===== config.mk =====
export PLATFORM = sky130hd
export DESIGN_NAME = wb_ctl_pipe
export DESIGN_NICKNAME = d
export VERILOG_FILES = /design/src/rtl/rv32_pkg.sv /design/src/rtl/wb_decode.sv /design/src/rtl/wb_ctl_pipe.sv
export SDC_FILE = /design/constraint.sdc
export NUM_CORES = 1
export LEC_CHECK = 0
export CAP_MARGIN = 15
export CORE_MARGIN = 4
export CORE_UTILIZATION = 50
export DETAILED_ROUTE_END_ITERATION = 12
export PLACE_DENSITY = 0.85
export SYNTH_ARGS = -nofsm -noshare
export SYNTH_HDL_FRONTEND = slang
export SYNTH_HIERARCHICAL = 1
export SYNTH_SLANG_ARGS = --single-unit

===== constraint.sdc =====
create_clock -name clk -period 2.3 [get_ports clk]
set_input_delay 0.575 -clock clk [delete_from_list [all_inputs] [get_ports clk]]
set_output_delay 0.575 -clock clk [all_outputs]
set_load 0.01 [all_outputs]

===== src/rtl/rv32_pkg.sv =====
`default_nettype none
// ============================================================================
//  Module      : rv32_pkg
//  Description : RV32 opcodes, writeback-select encodings and the pipeline
//                stage record used by the writeback-control pipeline.
//  Revision    : 1.0 - initial release
// ============================================================================
package rv32_pkg;

    // Major opcodes, instruction[6:0]
    localparam logic [6:0] OPC_LUI    = 7'b0110111;
    localparam logic [6:0] OPC_AUIPC  = 7'b0010111;
    localparam logic [6:0] OPC_JAL    = 7'b1101111;
    localparam logic [6:0] OPC_JALR   = 7'b1100111;
    localparam logic [6:0] OPC_BRANCH = 7'b1100011;
    localparam logic [6:0] OPC_LOAD   = 7'b0000011;
    localparam logic [6:0] OPC_STORE  = 7'b0100011;
    localparam logic [6:0] OPC_OPIMM  = 7'b0010011;
    localparam logic [6:0] OPC_OP     = 7'b0110011;
    localparam logic [6:0] OPC_FENCE  = 7'b0001111;
    localparam logic [6:0] OPC_SYSTEM = 7'b1110011;

    // Writeback mux select encodings
    localparam logic [1:0] WB_MEM = 2'b00;
    localparam logic [1:0] WB_ALU = 2'b01;
    localparam logic [1:0] WB_PC4 = 2'b10;
    localparam logic [1:0] WB_CSR = 2'b11;

    // Stage-record field widths
    localparam int unsigned WB_SEL_W  = 2;
    localparam int unsigned RD_ADDR_W = 5;
    localparam int unsigned INSTR_W   = 32;

    // One pipeline stage worth of writeback control
    typedef struct packed {
        logic                 valid;
        logic [WB_SEL_W-1:0]  wb_sel;
        logic                 we;
        logic [RD_ADDR_W-1:0] rd_addr;
        logic [INSTR_W-1:0]   instr;
        logic                 illegal;
    } stage_t;

endpackage : rv32_pkg
`default_nettype wire


===== src/rtl/wb_decode.sv =====
`default_nettype none
// ============================================================================
//  Module      : wb_decode
//  Description : Combinational decode of an RV32 instruction word into
//                writeback controls {wb_sel, we, rd_addr, illegal}.
//  Revision    : 1.0 - initial release
// ============================================================================
module wb_decode
    import rv32_pkg::*;
#(
    parameter bit CSR_EN = 1'b0
) (
    input  logic [INSTR_W-1:0]   instr_i,
    output logic [WB_SEL_W-1:0]  wb_sel_o,
    output logic                 we_o,
    output logic [RD_ADDR_W-1:0] rd_addr_o,
    output logic                 illegal_o
);

    logic [6:0] w_opcode;
    logic [2:0] w_funct3;

    assign w_opcode  = instr_i[6:0];
    assign w_funct3  = instr_i[14:12];
    assign rd_addr_o = instr_i[11:7];

    // Opcode table; writes to x0 are suppressed after the table lookup
    always_comb begin
        wb_sel_o  = WB_MEM;
        we_o      = 1'b0;
        illegal_o = 1'b0;
        case (w_opcode)
            OPC_LUI, OPC_AUIPC, OPC_OPIMM, OPC_OP: begin
                wb_sel_o = WB_ALU;
                we_o     = 1'b1;
            end
            OPC_JAL, OPC_JALR: begin
                wb_sel_o = WB_PC4;
                we_o     = 1'b1;
            end
            OPC_LOAD: begin
                wb_sel_o = WB_MEM;
                we_o     = 1'b1;
            end
            OPC_STORE, OPC_BRANCH, OPC_FENCE: begin
                wb_sel_o = WB_MEM;
                we_o     = 1'b0;
            end
            OPC_SYSTEM: begin
                // funct3==0 is ECALL/EBREAK/xRET: no register result
                if (CSR_EN && (w_funct3 != 3'd0)) begin
                    wb_sel_o = WB_CSR;
                    we_o     = 1'b1;
                end
            end
            default: begin
                illegal_o = 1'b1;
            end
        endcase
        if (instr_i[11:7] == 5'd0) begin
            we_o = 1'b0;
        end
    end

endmodule : wb_decode
`default_nettype wire


===== src/rtl/wb_ctl_pipe.sv =====
`default_nettype none
// ============================================================================
//  Module      : wb_ctl_pipe
//  Description : Writeback-control pipeline. Decodes instructions and carries
//                the controls through STAGES registers (1..4) to line up with
//                the register-file write port. Supports stall, flush and a
//                wrapping retired-instruction counter.
//  Revision    : 1.0 - initial release
// ============================================================================
module wb_ctl_pipe
    import rv32_pkg::*;
#(
    parameter int STAGES = 2,
    parameter bit CSR_EN = 1'b0,
    parameter int CNT_W  = 32
) (
    input  logic                 clk,
    input  logic                 rst,
    input  logic                 in_valid,
    input  logic [INSTR_W-1:0]   instruction,
    input  logic                 stall,
    input  logic                 flush,
    output logic                 out_valid,
    output logic [WB_SEL_W-1:0]  wb_sel,
    output logic                 rd_we,
    output logic [RD_ADDR_W-1:0] rd_addr,
    output logic [INSTR_W-1:0]   instr_wb,
    output logic                 illegal,
    output logic [CNT_W-1:0]     retire_cnt
);

    logic [WB_SEL_W-1:0]  w_dec_wb_sel;
    logic                 w_dec_we;
    logic [RD_ADDR_W-1:0] w_dec_rd_addr;
    logic                 w_dec_illegal;
    stage_t               w_in_rec;
    stage_t               w_last;
    logic                 w_retire;
    logic [CNT_W-1:0]     cnt_d;
    logic [CNT_W-1:0]     cnt_q;

    wb_decode #(
        .CSR_EN (CSR_EN)
    ) u_decode (
        .instr_i   (instruction),
        .wb_sel_o  (w_dec_wb_sel),
        .we_o      (w_dec_we),
        .rd_addr_o (w_dec_rd_addr),
        .illegal_o (w_dec_illegal)
    );

    assign w_in_rec = '{
        valid:   in_valid,
        wb_sel:  w_dec_wb_sel,
        we:      w_dec_we,
        rd_addr: w_dec_rd_addr,
        instr:   instruction,
        illegal: w_dec_illegal
    };

    for (genvar k = 0; k < STAGES; k++) begin : g_stage
        stage_t stage_d;
        stage_t stage_q;

        if (k == 0) begin : g_first
            assign stage_d = w_in_rec;
        end else begin : g_chain
            assign stage_d = g_stage[k-1].stage_q;
        end

        // Stage register: reset/flush clear, stall holds, otherwise shift
        always_ff @(posedge clk) begin
            if (rst || flush) begin
                stage_q <= '0;
            end else if (!stall) begin
                stage_q <= stage_d;
            end
        end
    end

    assign w_last = g_stage[STAGES-1].stage_q;

    // Controls are gated by valid so an empty slot can never write the RF
    assign out_valid = w_last.valid;
    assign wb_sel    = w_last.valid ? w_last.wb_sel : WB_MEM;
    assign rd_we     = w_last.valid & w_last.we;
    assign illegal   = w_last.valid & w_last.illegal;
    assign rd_addr   = w_last.rd_addr;
    assign instr_wb  = w_last.instr;

    // An instruction retires when it leaves the writeback stage
    assign w_retire = w_last.valid & ~stall & ~flush;

    // Next retire count; wraps naturally at 2^CNT_W
    always_comb begin
        cnt_d = cnt_q;
        if (w_retire) begin
            cnt_d = cnt_q + CNT_W'(1);
        end
    end

    // Retire counter register
    always_ff @(posedge clk) begin
        if (rst) begin
            cnt_q <= '0;
        end else begin
            cnt_q <= cnt_d;
        end
    end

    assign retire_cnt = cnt_q;

endmodule : wb_ctl_pipe
`default_nettype wire


==> results.txt <==
----------------------------------------------------
[Status]
  Run status ... complete, no violations

[Layout]
  Number of standard cells in the final layout excluding fillers ... 730
  Number of antenna repair diodes ... 0
  Leading cell type in the layout, fill and taps excluded ... sky130_fd_sc_hd__dfxtp_1
  Share of cells above drive strength 1 ... 10.3%
  Layout-stage area growth over the synthesis result ... 31.7%
  Final core utilization ... 68.8%
  Commonest cells after routing, fill and taps aside ... sky130_fd_sc_hd__dfxtp_1, sky130_fd_sc_hd__clkdlybuf4s50_1, sky130_fd_sc_hd__nor2_1, sky130_fd_sc_hd__mux2i_1, sky130_fd_sc_hd__buf_4
  Total number of nets in the final design ... 626

[Synth]
  Flop and latch count out of synthesis ... between 100 and 150
  Seq/Total Area, Yosys ... between 40% and 50%
  Netlist Area Pre-Place ... roughly 5000 um^2
  Net count after synthesis ... 550
  Syn avg cell area ... 9.61 um^2
  Number of unique standard cell types used by synthesis ... 38
  Cells taking the most area after synthesis ... sky130_fd_sc_hd__dfxtp_1, sky130_fd_sc_hd__mux2i_1, sky130_fd_sc_hd__nor2_1
  Cells after Synth ... 512
  Most area-hungry cell type in the Yosys netlist ... sky130_fd_sc_hd__dfxtp_1
  Proportion of netlist area held by the largest area contributor ... a little under half
  Number of warnings issued by yosys ... 6

[Floorplan]
  Area of the die ... 11,500 um^2
  Row count ... 35
  Starting density of the core ... approximately 52%
  Die Span X ... 107 um
  Core area ... between 9000 and 10,000 um^2
  Die Y ... ~110 um
  # IOs ... ~110

[Timing]
  Max Transition Viols Final ... 0
  RSZ-0062 raised after global routing ... no
  Achievable frequency ... between 0.4 and 0.5 GHz
  Worst Tran Pin Value ... about 590 ps
  Fraction of the cycle the final worst path needs ... 96.5%
  Slew margin rel. ... 60.7%
  Final-report hold violation count ... 0
  Max Clock Skew ... 9.48 ps
  # setup viols final ... 0
  Final critical path time including I/O delays and setup ... 2220 ps

[Placed design]
  Placer's final routability congestion estimate ... 0.842
  Port Buf Inserts ... 110
  Cell count after placement ... 698
  Detailed-placement wirelength estimate ... 7750 um

[Power]
  Lkg Pwr ... 2.53 nW
  Sequential share of power ... 42.3%
  Reported net switching power ... 0.00119 W
  Combinational cell fraction of total power ... 5.5%
  Clk pwr share ... between 50% and 60%
  Power per Cell Area ... 749 nW/um^2
  Pint ... 0.00367 W
  Switching fraction of total power ... 24.4%
  Max VDD drop ... 505 uV

[Worst setup path]
  Crit start category ... register
  Top cell family by delay on the critical path ... buffers and inverters
  Worst flop-to-flop path startpoint ... retire_cnt[0]
  Cell with the biggest individual delay on the critical path ... sky130_fd_sc_hd__clkdlybuf4s50_1
  Arrival time of the worst setup path ... around 1600 ps
  CP required ... 1730 ps
  Crit path max fanout ... 8
  CP Cell Sequence ... and2_1 -> clkdlybuf4s50_1
  WP buf/inv ... 1
  Kind of critical path ... reg -> out
  CP max stage delay ... around 570 ps
  Critical path origin ... out_valid
  Category of the worst setup path capture point ... output pin

[CTS]
  Clock Latency Late Sink ... 500 ps
  Setup repair bufs after CTS ... 0
  Reg clk slew, reported paths ... around 60 ps
  Max clock buf depth ... 2
  CTS tree ... yes
  Root buf cell ... sky130_fd_sc_hd__clkbuf_8
  Number of levels in the clock H-tree ... 4
  Clk sinks ... between 100 and 150
  TritonCTS buffer count ... 17

[Global route]
  GRT Residual Overflow ... 0
  Global routing usage summed across all routing layers ... 19.9%
  First-pass GRT wire length ... 18,300 um
  Largest net degree at the start of global routing ... 85
  Via count of the first global-routing pass ... 3,870
  Initial antenna violation count ... 0

[Worst hold path]
  Path category of the worst min-delay check ... reg -> reg
  Hold Startpoint ... g_stage[0].stage_q[30]

[Run]
  Max_cap viols ... 0

[Route]
  Routed via count divided by cell count ... 5.28
  Total Wirelength ... ~11,000 um
  Number of violations reported at the end of detailed-routing iteration 0 ... 150
  Vias ... 3,858
  Routed length per placed instance ... 15.2 um
  Remaining design rule violation count ... 0
  Number of detailed-route iterations in the first pass ... 5
  Count of nets left with antenna violations after detail routing ... 0

----------------------------------------------------
==> cells in the mapped netlist <==
cell type,count
sky130_fd_sc_hd__dfxtp_1,116
sky130_fd_sc_hd__nor2_1,103
sky130_fd_sc_hd__mux2i_1,85
sky130_fd_sc_hd__buf_4,42
sky130_fd_sc_hd__a21oi_1,16
sky130_fd_sc_hd__clkbuf_1,16
sky130_fd_sc_hd__nand4_1,11
sky130_fd_sc_hd__or4_1,11
sky130_fd_sc_hd__nand2_1,10
sky130_fd_sc_hd__o31ai_1,10
sky130_fd_sc_hd__buf_2,8
sky130_fd_sc_hd__nand3_1,8
sky130_fd_sc_hd__or3_1,7
sky130_fd_sc_hd__and2_1,6
sky130_fd_sc_hd__mux2_2,6
sky130_fd_sc_hd__o21ai_0,6
sky130_fd_sc_hd__xor2_1,6
sky130_fd_sc_hd__and4_1,5
sky130_fd_sc_hd__buf_1,5
sky130_fd_sc_hd__nor4_1,5
sky130_fd_sc_hd__and3_1,4
sky130_fd_sc_hd__inv_1,4
sky130_fd_sc_hd__nor2b_1,4
sky130_fd_sc_hd__xnor2_1,3
sky130_fd_sc_hd__nor3_1,2
sky130_fd_sc_hd__and4bb_2,1
sky130_fd_sc_hd__ha_1,1
sky130_fd_sc_hd__mux2_1,1
sky130_fd_sc_hd__nand2b_1,1
sky130_fd_sc_hd__nand3b_1,1
sky130_fd_sc_hd__nor2b_4,1
sky130_fd_sc_hd__nor3b_4,1
sky130_fd_sc_hd__nor4b_1,1
sky130_fd_sc_hd__o21a_1,1
sky130_fd_sc_hd__o21ba_1,1
sky130_fd_sc_hd__o22a_1,1
sky130_fd_sc_hd__o32a_1,1
sky130_fd_sc_hd__or2_2,1
==> metrics by stage <==
step                setup TNS [ps]  hold slack, ps  power (W)  instance area [um^2]  setup slack [ps]
detailed placement            -592             481    0.00236                  5910              -109
floorplan                        0             455    0.00226                  4920               208
global placement              -172             469    0.00235                  5910             -50.0
CTS                              0             499    0.00491                  6480              43.3
global route                     0             521    0.00504                  6480              1.92
finish                           0             495    0.00485                  6480              80.5
==> metal layers <==
layer	GRT usage [%]	up-vias	routed length [um]
met5	0	-	0
met1	22.5	1855	4440
met4	6.03	0	131
met3	7.47	9	840
met2	34.6	111	5710
li1	-	1883	-
==> cells by family (layout without fill, tap and decap cells) <==
logic type / count (synthesis) / count (layout) / share of synthesized area (%)
xor+xnor: 9 / 9 / 1.60
flops: 116 / 116 / 47.2
mux: 92 / 92 / 18.9
compound gates: 36 / 36 / 4.50
fa+ha+maj: 1 / 1 / 0.254
buf+inv: 75 / 164 / 9.13
simple gates: 183 / 183 / 18.4
==> power by group through the flow <==
stage	clock [W]	combinational, W	sequential (W)
detailed placement	0	0.000264	0.00210
floorplan	0	0.000165	0.00209
global placement	0	0.000256	0.00210
CTS	0.00259	0.000268	0.00205
global route	0.00270	0.000286	0.00206
finish	0.00254	0.000265	0.00205
==> final timing paths <==
| kind | end | slack (ps) | cells past startpoint |
|---|---|---|---|
| max reg2reg | retire_cnt[30] | 320 | 5 |
| min reg2reg | instr_wb[29] | 490 | 2 |
| min | instr_wb[29] | 490 | 2 |
| max | wb_sel[1] | 80 | 2 |
==> flip-flops by register name, indices dropped and copies added (netlist names) <==
signal           count
rd_addr              5
g_stage.stage_q     46
out_valid            1
instr_wb            32
retire_cnt          32
==> final cells by class <==
| type | count | area, um^2 |
|---|---|---|
| clock inverter | 15 | 160 |
| multi-input combinational | 321 | 2150 |
| tap | 129 | 161 |
| fill | 723 | 2930 |
| sequential | 116 | 2320 |
| clock buffer | 17 | 414 |
| timing repair buffer | 128 | 1260 |
| inverter | 4 | 15.0 |
==> repair_timing <==
item                                    CTS  global route
endpoints found under the setup margin    4             0
hold buffers                              0             0
resized for setup                         1             0
==> worst reg2reg max path: stages, from the launching register on <==
cell	delay (ps)
sky130_fd_sc_hd__dfxtp_1	400
sky130_fd_sc_hd__ha_1	210
sky130_fd_sc_hd__and3_1	230
sky130_fd_sc_hd__nand4_1	270
sky130_fd_sc_hd__nor4_1	380
sky130_fd_sc_hd__mux2_2	370
Note: power is estimated with default switching activity, not from simulation.
==> edit, RTL diff (same flow settings) <==
Change the package constant `WB_SEL_W` from 2 to 3.
--- a/src/rtl/rv32_pkg.sv
+++ b/src/rtl/rv32_pkg.sv
@@ -29,3 +29,3 @@
     // Stage-record field widths
-    localparam int unsigned WB_SEL_W  = 2;
+    localparam int unsigned WB_SEL_W  = 3;
     localparam int unsigned RD_ADDR_W = 5;
Ports: changed (resized wb_sel); port bits go from 111 to 112. No check against the original RTL was run, so the function may have changed too.
==> edit against the unedited design <==
Sequential cell count is 2 higher. Critical path depth unchanged. Routed wire length increased by 0.93%. Synthesized area rose by 2.6%. First-iteration DRC count up 4.7%. Largest power group unchanged. Worst setup slack gained 0.013 ns. Cell area increased by 1.4%. Highest routed layer unchanged. Power is 0.18% lower.
==> edit: results (changes against the unedited design) <==
| Metric | Value |
|---|---|
| Run status | `finished, final reports clean` |
| Dpl cell area | `6000 µm² (+1.5%)` |
| Synth Area per Inst | `9.64 µm² (+0.29%)` |
| Reg-to-Reg Start | `retire_cnt[10]` |
| Cells after DPL | `709 (+1.6%)` |
| XOR/XNOR Fraction of Synth Area | `0.0139 (-0.00215)` |
| Worst slack at placement | `-0.327 ns (-0.218 ns)` |
| Synth Area in Compound Gates | `0.0587 (+0.0137)` |
| Post-layout util | `0.669 (-0.0194)` |
| CP max FO | `9 (+1)` |
| Reg2reg path depth | `4 (-1)` |
| Final period util | `0.959 (-0.00550)` |
| Lkg Pwr | `2.52 nW (-0.25%)` |
| FF-to-FF End | `retire_cnt[31]` |
| Hold wc startpoint | `g_stage[0].stage_q[36]` |
| # clock sinks | `118 (+1.7%)` |
| Vias | `3943 (+2.2%)` |
| Post-synth top cells | `118 x dfxtp_1, 97 x nor2_1, 87 x mux2i_1` |
| Multi-input gate count | `328 (+2.2%)` |
| Wirelength per Cell | `15.2 µm (-0.43%)` |
| VDD IR max | `0.553 mV (+9.6%)` |
| Fill count | `772 (+6.8%)` |
| Pint | `3.75 mW (+2.4%)` |
| Gpl congestion | `0.873 (+3.7%)` |
| Signal buf overhead | `0.189 (-0.00526)` |
| Post-Synth Adder-Cell Area | `0.00248 (-0.0000655)` |
| Vias in the first global route | `3964 (+2.4%)` |
| Final cell count without fillers | `740 (+1.4%)` |
| Biggest Area Class | `sequential cells` |
| Nonclk inv count | `5 (+1)` |
| Clk_skew | `0.0111 ns (+0.00159 ns)` |
| Max FFs per register | `48 (+4.3%)` |
| Clock-cell share of area | `0.0863 (-0.00232)` |
| Bufs w/o clock | `125 (-2.3%)` |
| Final hold slack | `0.487 ns (-0.00792 ns)` |
| Top cells by area, synth | `dfxtp_1 47%, mux2i_1 17%, nor2_1 7.2%` |
| Largest net degree at the start of global routing | `87 (+2.4%)` |
| Layout Nets | `633 (+1.1%)` |
| Fraction of area in multi-input gates | `0.336 (+0.00491)` |
| R2r setup slk | `0.22 ns (-0.10 ns)` |
| FF/Latch Area | `2370 µm² (+1.8%)` |
| Mux share of post-synthesis cell area | `0.177 (-0.0121)` |
| Share of layout cells above drive strength 1 | `0.0906 (-0.0126)` |
| Global-route wire length before repair | `18700 µm (+2.6%)` |
| Syn_nets | `562 (+2.2%)` |
| Tot GR Track Use | `0.198 (-0.000840)` |
| Synth unique cells | `43 (+13%)` |
| DP Wirelength | `7740 µm (-0.17%)` |
| # port buffers | `111 (+0.91%)` |
| Worst Hold Endpoint | `rd_addr[3]` |
| CP endpoint | `wb_sel[2]` |
| Pre-antenna DRT Iters | `4 (-1)` |
| Slew HR | `0.589 (-0.0175)` |
-- edit: cell types whose count changed after synthesis, sizes merged, moves of 3 or more --
cell and change:
nor2b -3, o31ai +6, or4 +9, and4 -4, buf -4, mux2 -5
and3 +4, nor2 -6, xor2 -3, clkbuf +6, a21oi +6, nor4 -4
-- edit: logic make-up (layout without fill, tap and decap cells) --
group                    Yosys count  after routing
flip-flops                       118            118
XOR/XNOR                           8              8
AND/OR/NAND/NOR                  181            181
AO/OA/AOI/OAI                     48             48
multiplexers                      89             89
adder cells (fa/ha/maj)            1              1
other                              1              1
buffers and inverters             78            161
-- edit: power groups by stage --
stage	logic, mW	registers [mW]	clock network (mW)
4_1_cts	0.267	2.09	2.54
5_1_grt	0.285	2.09	2.67
3_5_place_dp	0.264	2.13	0
2_1_floorplan	0.169	2.13	0
6_report	0.265	2.09	2.49
3_3_place_gp	0.255	2.13	0
-- edit: worst register-to-register path, stage by stage, from the launching register on --
cell	delay (ns)
dfxtp_1	0.50
nand4_2	0.28
or4_4	0.56
or4_1	0.53
a21oi_1	0.15
-- edit: layer usage --
| layer | wire [µm] | part of all wire | global-route usage |
|---|---|---|---|
| met3 | 907 | 0.081 | 0.0734 |
| met2 | 5510 | 0.49 | 0.331 |
| met5 | 0 | 0 | 0 |
| met1 | 4750 | 0.42 | 0.235 |
| met4 | 61 | 0.0054 | 0.0658 |
-- edit: what timing repair did --
| action | in CTS | in global routing |
|---|---|---|
| endpoints found under the hold margin | 0 | 0 |
| resized for setup | 2 | 1 |
| endpoints found under the setup margin | 6 | 1 |
| pin swaps | 0 | 0 |
